File: config.mk
export PLATFORM = sky130hd
export DESIGN_NAME = param_seq_shifter_flat
export DESIGN_NICKNAME = d
export VERILOG_FILES = /design/src/rtl/param_seq_shifter_pkg.sv /design/src/rtl/param_seq_shifter_if.sv /design/src/rtl/param_seq_shifter_step.sv /design/src/rtl/param_seq_shifter.sv /design/src/flat_wrapper.sv
export SDC_FILE = /design/constraint.sdc
export NUM_CORES = 1
export LEC_CHECK = 0
export CAP_MARGIN = 10
export CORE_MARGIN = 8
export CORE_UTILIZATION = 40
export CTS_CLUSTER_DIAMETER = 200
export CTS_CLUSTER_SIZE = 24
export DETAILED_ROUTE_END_ITERATION = 10
export GPL_TIMING_DRIVEN = 1
export MAX_ROUTING_LAYER = met4
export PLACE_DENSITY = 0.75
export SLEW_MARGIN = 20
export SYNTH_ARGS = -nofsm -noshare
export SYNTH_HDL_FRONTEND = slang
export SYNTH_SLANG_ARGS = --single-unit
File: constraint.sdc
create_clock -name clk -period 3.84 [get_ports clk]
set_input_delay 0.384 -clock clk [delete_from_list [all_inputs] [get_ports clk]]
set_output_delay 0.384 -clock clk [all_outputs]
set_load 0.005 [all_outputs]
File: src/rtl/param_seq_shifter_pkg.sv
// Shared encodings for the sequential shifter: fill modes, direction and FSM states.
package shifter_pkg;

    typedef enum logic [1:0] {
        MODE_ZERO = 2'b00,
        MODE_EDGE = 2'b01,
        MODE_FILL = 2'b10,
        MODE_ROT  = 2'b11
    } mode_e;

    localparam logic DIR_LEFT  = 1'b1;
    localparam logic DIR_RIGHT = 1'b0;

    typedef enum logic [1:0] {
        ST_IDLE  = 2'd0,
        ST_SHIFT = 2'd1,
        ST_DONE  = 2'd2
    } state_e;

endpackage

File: src/rtl/param_seq_shifter_if.sv
// Request/result bundle of the sequential shifter; master is the requester, slave the shifter.
interface param_seq_shifter_if #(
    parameter int WIDTH = 8
) ();
    import shifter_pkg::*;

    localparam int AW = $clog2(WIDTH);

    // Both ports move data only on an edge where valid && ready; valid never waits for ready.
    logic             in_valid;
    logic             in_ready;
    logic [WIDTH-1:0] data_in;
    logic [AW-1:0]    amt_in;
    logic             dir_in;
    logic [1:0]       mode_in;
    logic             fill_in;
    logic             out_valid;
    logic             out_ready;
    logic [WIDTH-1:0] data_out;
    logic             carry_out;
    logic             busy;
    state_e           state;

    modport master (
        output in_valid, data_in, amt_in, dir_in, mode_in, fill_in, out_ready,
        input  in_ready, out_valid, data_out, carry_out, busy, state
    );

    modport slave (
        input  in_valid, data_in, amt_in, dir_in, mode_in, fill_in, out_ready,
        output in_ready, out_valid, data_out, carry_out, busy, state
    );

endinterface

File: src/rtl/param_seq_shifter_step.sv
// Combinational shifter moving a word by 0..STEP positions, built as a chain of
// single-bit steps so a wide step is exactly equivalent to repeated narrow ones.
module shift_step
    import shifter_pkg::*;
#(
    parameter int WIDTH = 8,
    parameter int STEP  = 1,
    parameter int SW    = 1
) (
    input  logic [WIDTH-1:0] word_i,
    input  logic [SW-1:0]    s_i,
    input  logic             dir_i,
    input  mode_e            mode_i,
    input  logic             fill_i,
    output logic [WIDTH-1:0] word_o,
    output logic             carry_o
);

    logic [WIDTH-1:0] w;
    logic             c;
    logic             fb;

    always_comb begin
        w  = word_i;
        c  = 1'b0;
        fb = 1'b0;
        for (int i = 0; i < STEP; i++) begin
            if (i < int'(s_i)) begin
                if (dir_i == DIR_LEFT) begin
                    c = w[WIDTH-1];
                    case (mode_i)
                        MODE_ZERO: fb = 1'b0;
                        MODE_EDGE: fb = w[0];
                        MODE_FILL: fb = fill_i;
                        default:   fb = w[WIDTH-1];
                    endcase
                    w = {w[WIDTH-2:0], fb};
                end else begin
                    c = w[0];
                    case (mode_i)
                        MODE_ZERO: fb = 1'b0;
                        MODE_EDGE: fb = w[WIDTH-1];
                        MODE_FILL: fb = fill_i;
                        default:   fb = w[0];
                    endcase
                    w = {fb, w[WIDTH-1:1]};
                end
            end
        end
        word_o  = w;
        carry_o = c;
    end

endmodule

File: src/rtl/param_seq_shifter.sv
// Multi-cycle shifter: accepts a request, shifts up to STEP positions per clock,
// then holds the result and last exiting bit until the consumer takes it.
module param_seq_shifter
    import shifter_pkg::*;
#(
    parameter int WIDTH = 8,
    parameter int STEP  = 1
) (
    input  logic               clk,
    input  logic               rst_n,
    param_seq_shifter_if.slave bus
);

    localparam int AW = $clog2(WIDTH);
    localparam int SW = $clog2(STEP + 1);

    state_e           state_q;
    logic [WIDTH-1:0] word_q;
    logic             carry_q;
    logic [AW-1:0]    rem_q;
    logic             dir_q;
    mode_e            mode_q;
    logic             fill_q;
    logic             out_valid_q;
    logic             in_ready_q;
    logic             busy_q;

    logic [SW-1:0]    s_d;
    logic [WIDTH-1:0] word_d;
    logic             carry_d;
    logic [AW-1:0]    rem_d;

    always_comb begin
        if (32'(rem_q) > STEP) s_d = SW'(STEP);
        else                   s_d = SW'(rem_q);
        rem_d = rem_q - AW'(s_d);
    end

    shift_step #(
        .WIDTH (WIDTH),
        .STEP  (STEP),
        .SW    (SW)
    ) u_step (
        .word_i  (word_q),
        .s_i     (s_d),
        .dir_i   (dir_q),
        .mode_i  (mode_q),
        .fill_i  (fill_q),
        .word_o  (word_d),
        .carry_o (carry_d)
    );

    always_ff @(posedge clk or negedge rst_n) begin
        if (!rst_n) begin
            state_q     <= ST_IDLE;
            word_q      <= '0;
            carry_q     <= 1'b0;
            rem_q       <= '0;
            dir_q       <= DIR_RIGHT;
            mode_q      <= MODE_ZERO;
            fill_q      <= 1'b0;
            out_valid_q <= 1'b0;
            in_ready_q  <= 1'b1;
            busy_q      <= 1'b0;
        end else begin
            case (state_q)
                ST_IDLE: begin
                    if (bus.in_valid) begin
                        word_q     <= bus.data_in;
                        dir_q      <= bus.dir_in;
                        mode_q     <= mode_e'(bus.mode_in);
                        fill_q     <= bus.fill_in;
                        carry_q    <= 1'b0;
                        rem_q      <= bus.amt_in;
                        in_ready_q <= 1'b0;
                        busy_q     <= 1'b1;
                        if (bus.amt_in == '0) begin
                            state_q     <= ST_DONE;
                            out_valid_q <= 1'b1;
                        end else begin
                            state_q <= ST_SHIFT;
                        end
                    end
                end
                ST_SHIFT: begin
                    word_q  <= word_d;
                    carry_q <= carry_d;
                    rem_q   <= rem_d;
                    if (rem_d == '0) begin
                        state_q     <= ST_DONE;
                        out_valid_q <= 1'b1;
                    end
                end
                ST_DONE: begin
                    // in_ready comes back one cycle after the result handshake.
                    if (bus.out_ready) begin
                        state_q     <= ST_IDLE;
                        out_valid_q <= 1'b0;
                        busy_q      <= 1'b0;
                        in_ready_q  <= 1'b1;
                    end
                end
                default: begin
                    state_q     <= ST_IDLE;
                    out_valid_q <= 1'b0;
                    busy_q      <= 1'b0;
                    in_ready_q  <= 1'b1;
                end
            endcase
        end
    end

    assign bus.in_ready  = in_ready_q;
    assign bus.out_valid = out_valid_q;
    assign bus.data_out  = word_q;
    assign bus.carry_out = carry_q;
    assign bus.busy      = busy_q;
    assign bus.state     = state_q;

endmodule

File: src/flat_wrapper.sv
// flat-port wrapper written by rule: the top's interface ports become plain ports
module param_seq_shifter_flat import shifter_pkg::*;
#(
    parameter int WIDTH = 8,
    parameter int STEP  = 1
)
  (clk, rst_n, bus_in_valid, bus_data_in, bus_amt_in, bus_dir_in, bus_mode_in, bus_fill_in, bus_out_ready, bus_in_ready, bus_out_valid, bus_data_out, bus_carry_out, bus_busy, bus_state);
  param_seq_shifter_if #(.WIDTH(WIDTH)) bus_i ();
  input  logic clk;
  input  logic rst_n;
  input wire logic [$bits(bus_i.in_valid)-1:0] bus_in_valid;
  input wire logic [$bits(bus_i.data_in)-1:0] bus_data_in;
  input wire logic [$bits(bus_i.amt_in)-1:0] bus_amt_in;
  input wire logic [$bits(bus_i.dir_in)-1:0] bus_dir_in;
  input wire logic [$bits(bus_i.mode_in)-1:0] bus_mode_in;
  input wire logic [$bits(bus_i.fill_in)-1:0] bus_fill_in;
  input wire logic [$bits(bus_i.out_ready)-1:0] bus_out_ready;
  output wire logic [$bits(bus_i.in_ready)-1:0] bus_in_ready;
  output wire logic [$bits(bus_i.out_valid)-1:0] bus_out_valid;
  output wire logic [$bits(bus_i.data_out)-1:0] bus_data_out;
  output wire logic [$bits(bus_i.carry_out)-1:0] bus_carry_out;
  output wire logic [$bits(bus_i.busy)-1:0] bus_busy;
  output wire logic [$bits(bus_i.state)-1:0] bus_state;
  assign bus_i.in_valid = bus_in_valid;
  assign bus_i.data_in = bus_data_in;
  assign bus_i.amt_in = bus_amt_in;
  assign bus_i.dir_in = bus_dir_in;
  assign bus_i.mode_in = bus_mode_in;
  assign bus_i.fill_in = bus_fill_in;
  assign bus_i.out_ready = bus_out_ready;
  assign bus_in_ready = bus_i.in_ready;
  assign bus_out_valid = bus_i.out_valid;
  assign bus_data_out = bus_i.data_out;
  assign bus_carry_out = bus_i.carry_out;
  assign bus_busy = bus_i.busy;
  assign bus_state = bus_i.state;
  param_seq_shifter #(.WIDTH(WIDTH), .STEP(STEP)) u_core (.clk(clk), .rst_n(rst_n), .bus(bus_i));
endmodule
; ---- Word level (Yosys, flattened, before mapping)
; Index checks and enable logic that the tools add are counted.
[totals]
reg_bits = 21
output_inout_bits = 14
wordCells = 67
[op_classes]
n_addsub = 1
magnitude_cmp = 2
n_eq_ne = 11
muxes = 27
n_bitwise = 1
reduce_logical = 13
[op_table]
columns = cell, n
row1 = $mux 8, 3
row2 = $pmux 8 s2, 1
row3 = $pmux 1 s3, 5
row4 = $reduce_and 4->1, 3
row5 = $mux 1, 10
row6 = $reduce_and 3->1, 3
row7 = $mux 2, 4
row8 = $logic_not 3->1, 2
row9 = $ne 2x2->1 const B, 3
row10 = $pmux 2 s3, 1
row11 = $pmux 3 s2, 1
row12 = $eq 2x1->1 const B, 2
row13 = $eq 2x2->1 const B, 2
row14 = $logic_not 2->1, 2
row15 = $ne 2x1->1 const B, 2
row16 = $reduce_and 2->1, 2
row17 = $gt 3x1->1 const B, 1
row18 = $mux 3, 1
row19 = $ne 3x2->1 const B, 1
row20 = $ne 3x3->1 const B, 1
row21 = $sub 3x1->3, 1
row22 = $pmux 1 s2, 1
row23 = $reduce_bool 2->1, 1
row24 = $lt 1x1->1 const A, 1
row25 = $not 1->1, 1

; ---- Longest topological paths before layout
[depth]
ltp_word = 6
mapped_depth = 7
depth_no_buf = 7

; ---- Hierarchy
; From an unflattened synthesis, not the netlist that was laid out.
[unflattened]
cells_unflattened = 145
area_unflattened_um2 = 1340.0
[modules_own_cells]
columns = module, n_inst, cells_each, area_each_um2
row1 = param_seq_shifter, 1, 109, 1103.6
row2 = shift_step, 1, 36, 236.5

; ---- Worst setup path after synthesis
; No wires, ideal clock.
[synth_timing]
kind = reg2reg
start = reg u_core.rem_q[2]
end = reg u_core.state_q[1], in the netlist u_core.bus.state[1]
setup_time_ns = 0.125
t_arrival_ns = 1.410
t_required_ns = 3.715
setup_slack_ns = 2.305
path_stages_with_launch = 8
n_path_buf = 0
cell_sequence = dfrtp_1 nor2_1 nor2_1 ha_1 nand3_1 o31ai_1 a31o_1 mux2_2
[synth_between]
elab_chain_len = 6
[synth_lines]
columns = element, line_no
row1 = from (decl), param_seq_shifter.sv:20  ; logic [AW-1:0] rem_q;
row2 = from (signal assigned), param_seq_shifter.sv:74  ; rem_q <= bus.amt_in;
row3 = from (signal assigned), param_seq_shifter.sv:88  ; rem_q <= rem_d;
row4 = $gt 3x1->1, param_seq_shifter.sv:34  ; if (32'(rem_q) > STEP) s_d = SW'(STEP);
row5 = $mux 1, param_seq_shifter.sv:34
row6 = $sub 3x1->3 (*), param_seq_shifter.sv:36  ; rem_d = rem_q - AW'(s_d);
row7 = $logic_not 3->1 (*), param_seq_shifter.sv:89  ; if (rem_d == '0) begin
row8 = $ne 2x1->1 (no source line) (*), --
row9 = $reduce_and 3->1 (no source line) (*), --
row10 = to (signal assigned), param_seq_shifter.sv:90  ; state_q <= ST_DONE;
row11 = to (signal assigned), param_seq_shifter.sv:97  ; state_q <= ST_IDLE;
row12 = to (signal assigned), param_seq_shifter.sv:104  ; state_q <= ST_IDLE;
row13 = to (decl), param_seq_shifter.sv:17  ; state_e state_q;
; Mark *: on every way between the ends. The rest lies on a longest branch, timed or not.
; A chain may end at the register's enable or synchronous reset.

; ---- Worst setup path in the final report
[layout_timing]
start = reg u_core.state_q[0], in the netlist u_core.bus.state[0]
end = out bus_state[0]
[layout_rtl]
columns = element, line_no
row1 = from (signal assigned), param_seq_shifter.sv:55  ; state_q <= ST_IDLE;
row2 = from (signal assigned), param_seq_shifter.sv:78  ; state_q <= ST_DONE;
row3 = from (signal assigned), param_seq_shifter.sv:81  ; state_q <= ST_SHIFT;
row4 = to (decl), flat_wrapper.sv:23  ; output wire logic [$bits(bus_i.state)-1:0] bus_state;
; No word-level cell between the ends.

==> summary.txt <==
Place
  • Hpwl dp: 2027 µm
  • I/O Buffers: 32
  • Placed Cells: 183
  • Area after DPL: 1500 µm²
  • Routability cong.: 0.8145
  • Worst slack, placed: 1.949 ns

Power and ir drop
  • Design Power: 1.328 mW
  • Power Dens Cells: 869.8 nW/µm²
  • Leakage: 0.6229 nW
  • Peak VDD IR: 520.8 µV

Timing
  • Clk_skew: 0.002246 ns
  • RSZ-0062 raised after global routing: false
  • Hold_ws: 0.5122 ns
  • Final Cycle Share: 49.87%
  • Final min period: 1.915 ns
  • Post-route setup slack: 1.925 ns
  • Maximum clock frequency: 522.2 MHz
  • Final Hold Viols: 0
  • Slew headroom: 36.31%
  • Fin Setup TNS: 0 ns
  • Final Setup Violations: 0
  • Final Max Tran Viols: 0
  • Worst-margin pin slew: 0.9524 ns

Yosys
  • Post-Synthesis Cells: 125
  • Synth area leader: dfrtp_1
  • Post-Syn Nets: 145
  • Synth cell types: 36
  • Synth async-reset ratio: 100.0%
  • Synth top area share: 41.80%
  • Seq cells post-synth: 21
  • Dominant synthesized flop cell: dfrtp_1
  • Yosys Warn Count: 0
  • Most common cell in the synthesized netlist: dfrtp_1
  • Top cells by area, synth: dfrtp_1 (42%), mux2i_1 (6.7%), a21oi_1 (5.4%)
  • Commonest cells in the netlist: dfrtp_1 (20), nand2_1 (14), a21oi_1 (13), nor2_1 (13), mux2i_1 (8)
  • Synth Cell Area: 1197 µm²
  • Avg Cell Area, Syn: 9.579 µm²
  • Seq/Total Area, Yosys: 43.99%
  • Post-synth EDFFs: 0

Detailed routing
  • Final WL: 2720 µm
  • First DRT Iteration DRCs: 68
  • Vias/cell: 5.439
  • Number of remaining DRC errors: 0
  • Drt wl/cell: 14.55 µm
  • Drt pass-1 iters: 4
  • Routed Antenna Nets: 0
  • Via count: 1017

Critical path
  • R2R depth: 4
  • Req. time, crit path: 3.46 ns
  • Worst path cell trace: clkdlybuf4s50_1
  • Crit path buffers/inverters: 1
  • Crit path max fanout: 16
  • Critical Setup Path Class: register to output port
  • CP endpoint kind: output port
  • CP delay by family, top: flip-flops
  • Max incr delay on CP: 0.64 ns
  • WP data arrival: 1.53 ns
  • R2R Setup Slk: 1.99 ns
  • RR Startpoint: u_core.bus.state[0]
  • Startpoint Class: register
  • Critical Path Slowest Stage Cell: dfrtp_1
  • Reg2reg end: u_core.bus.data_out[7]

Layout
  • Fill cells: 298
  • Final Cell Area: 1526 µm²
  • Finished Core Util: 51.69%
  • Final non-filler cell total: 187
  • Final nets: 175
  • # diodes: 0
  • Layout cell share with drive strength beyond 1: 11.69%
  • Area grow syn2layout: 27.48%

Clock tree
  • Root buf cell: clkbuf_4
  • # Post-CTS Setup Buffers: 0
  • H-tree depth: 1
  • Total CTS buffers: 3
  • Clock tree buffer depth: 2
  • Post-CTS Resized: 0
  • TritonCTS clock tree: done
  • Clk_lat worst skew: 0.29 ns
  • Clock-pin slew on the worst setup and hold paths: 0.11 ns
  • Hold_buf cts: 0
  • Clock sinks: 21

Floorplanning
  • Die H: 70.71 µm
  • Initial core utilization: 40.55%
  • Core Rows: 20
  • Die width: 70.71 µm
  • Die area: 5000 µm²
  • Core box area: 2953 µm²
  • Ports: 33

GRT
  • Grt ovf: 0
  • M3 GR Usage: 3.955%
  • Initial antenna violation count: 0
  • GR Util met2: 16.68%
  • Busiest grt layer: met2
  • Global Route Usage Sum: 11.36%
  • Largest net degree at the start of global routing: 22
  • Vias in the first global route: 1028
  • First-pass GRT wire length: 4685 µm
  • Met1 usage: 14.36%

Worst hold path
  • Hold Path Cell Cnt: 2
  • Min-delay src: u_core.bus.carry_out
  • Hold Path Sink: u_core.bus.carry_out
  • Worst Hold Class: register to register

Run
  • # Max-Cap Violations: 0

Status
  • Status: complete, no violations
worst max path at each step:
stage                              from                endpoint  slack, ns  cells past startpoint
finish              u_core.bus.state[0]            bus_state[0]       1.93                      1
global route        u_core.bus.state[0]  u_core.bus.data_out[7]       1.80                      4
CTS                 u_core.bus.state[0]            bus_state[0]       1.92                      1
detailed placement         bus_in_valid  u_core.bus.data_out[0]       1.95                      5
global placement           bus_in_valid  u_core.bus.data_out[0]       2.01                      5
floorplan               u_core.rem_q[2]     u_core.bus.state[1]       2.31                      7
logic make-up (layout without fill, tap and decap cells):
| kind of cell | Yosys count | in the layout | share of synthesized area [%] |
|---|---|---|---|
| multiplexers | 12 | 12 | 10.45 |
| adder cells (fa/ha/maj) | 1 | 1 | 1.045 |
| buffers and inverters | 13 | 42 | 6.791 |
| flip-flops | 21 | 21 | 43.99 |
| AND/OR/NAND/NOR | 40 | 40 | 16.41 |
| AO/OA/AOI/OAI | 38 | 38 | 21.32 |
worst min-delay path, stage by stage (launching register included):
cell and delay [ns]:
dfrtp_1 0.37, nand2_1 0.05, o31ai_1 0.06
layout make-up:
cell class                      instances  area (µm²)  area share [%]
Multi-Input combinational cell         91       589.3           38.61
Sequential cell                        21       526.8           34.51
Tap cell                               33       41.29           2.705
Inverter                                6       22.52           1.475
Timing Repair Buffer                   32       320.3           20.98
Clock buffer                            4       26.28           1.721
placed cells by master, fill, tap and decap left out, types with 2 or more instances in the layout:
master,synthesis,final
a311oi_1,2,2
nand2b_1,2,2
clkdlybuf4s50_1,0,32
o21ai_2,4,4
nand2_1,14,14
clkbuf_4,0,3
nor2b_1,2,2
o31ai_1,3,3
dfrtp_1,20,20
nor2_1,13,13
a21oi_1,13,13
mux2i_1,8,8
o21ai_1,2,2
mux2_2,4,4
nor3_1,2,2
o21ai_0,5,5
inv_1,6,6
metal layers:
metal | vias up | routed length, µm
met2 | 28 | 1213
met3 | 2 | 206
met4 | 0 | 16
li1 | 502 | -
met5 | - | 0
met1 | 485 | 1283
flip-flops by register name, summed over array words and instances (netlist names):
register / count
u_core.bus.data_out: 8
u_core.rem_q: 3
u_core.bus.state: 2
u_core.mode_q: 2
u_core.bus.busy: 1
u_core.bus.carry_out: 1
u_core.bus.in_ready: 1
u_core.bus.out_valid: 1
u_core.dir_q: 1
u_core.fill_q: 1
power breakdown:
part / internal (mW) / switching (mW)
Sequential: 0.337 / 0.163
Clock: 0.0404 / 0.0645
Combinational: 0.385 / 0.338
Power figures use the tool's default switching activity.
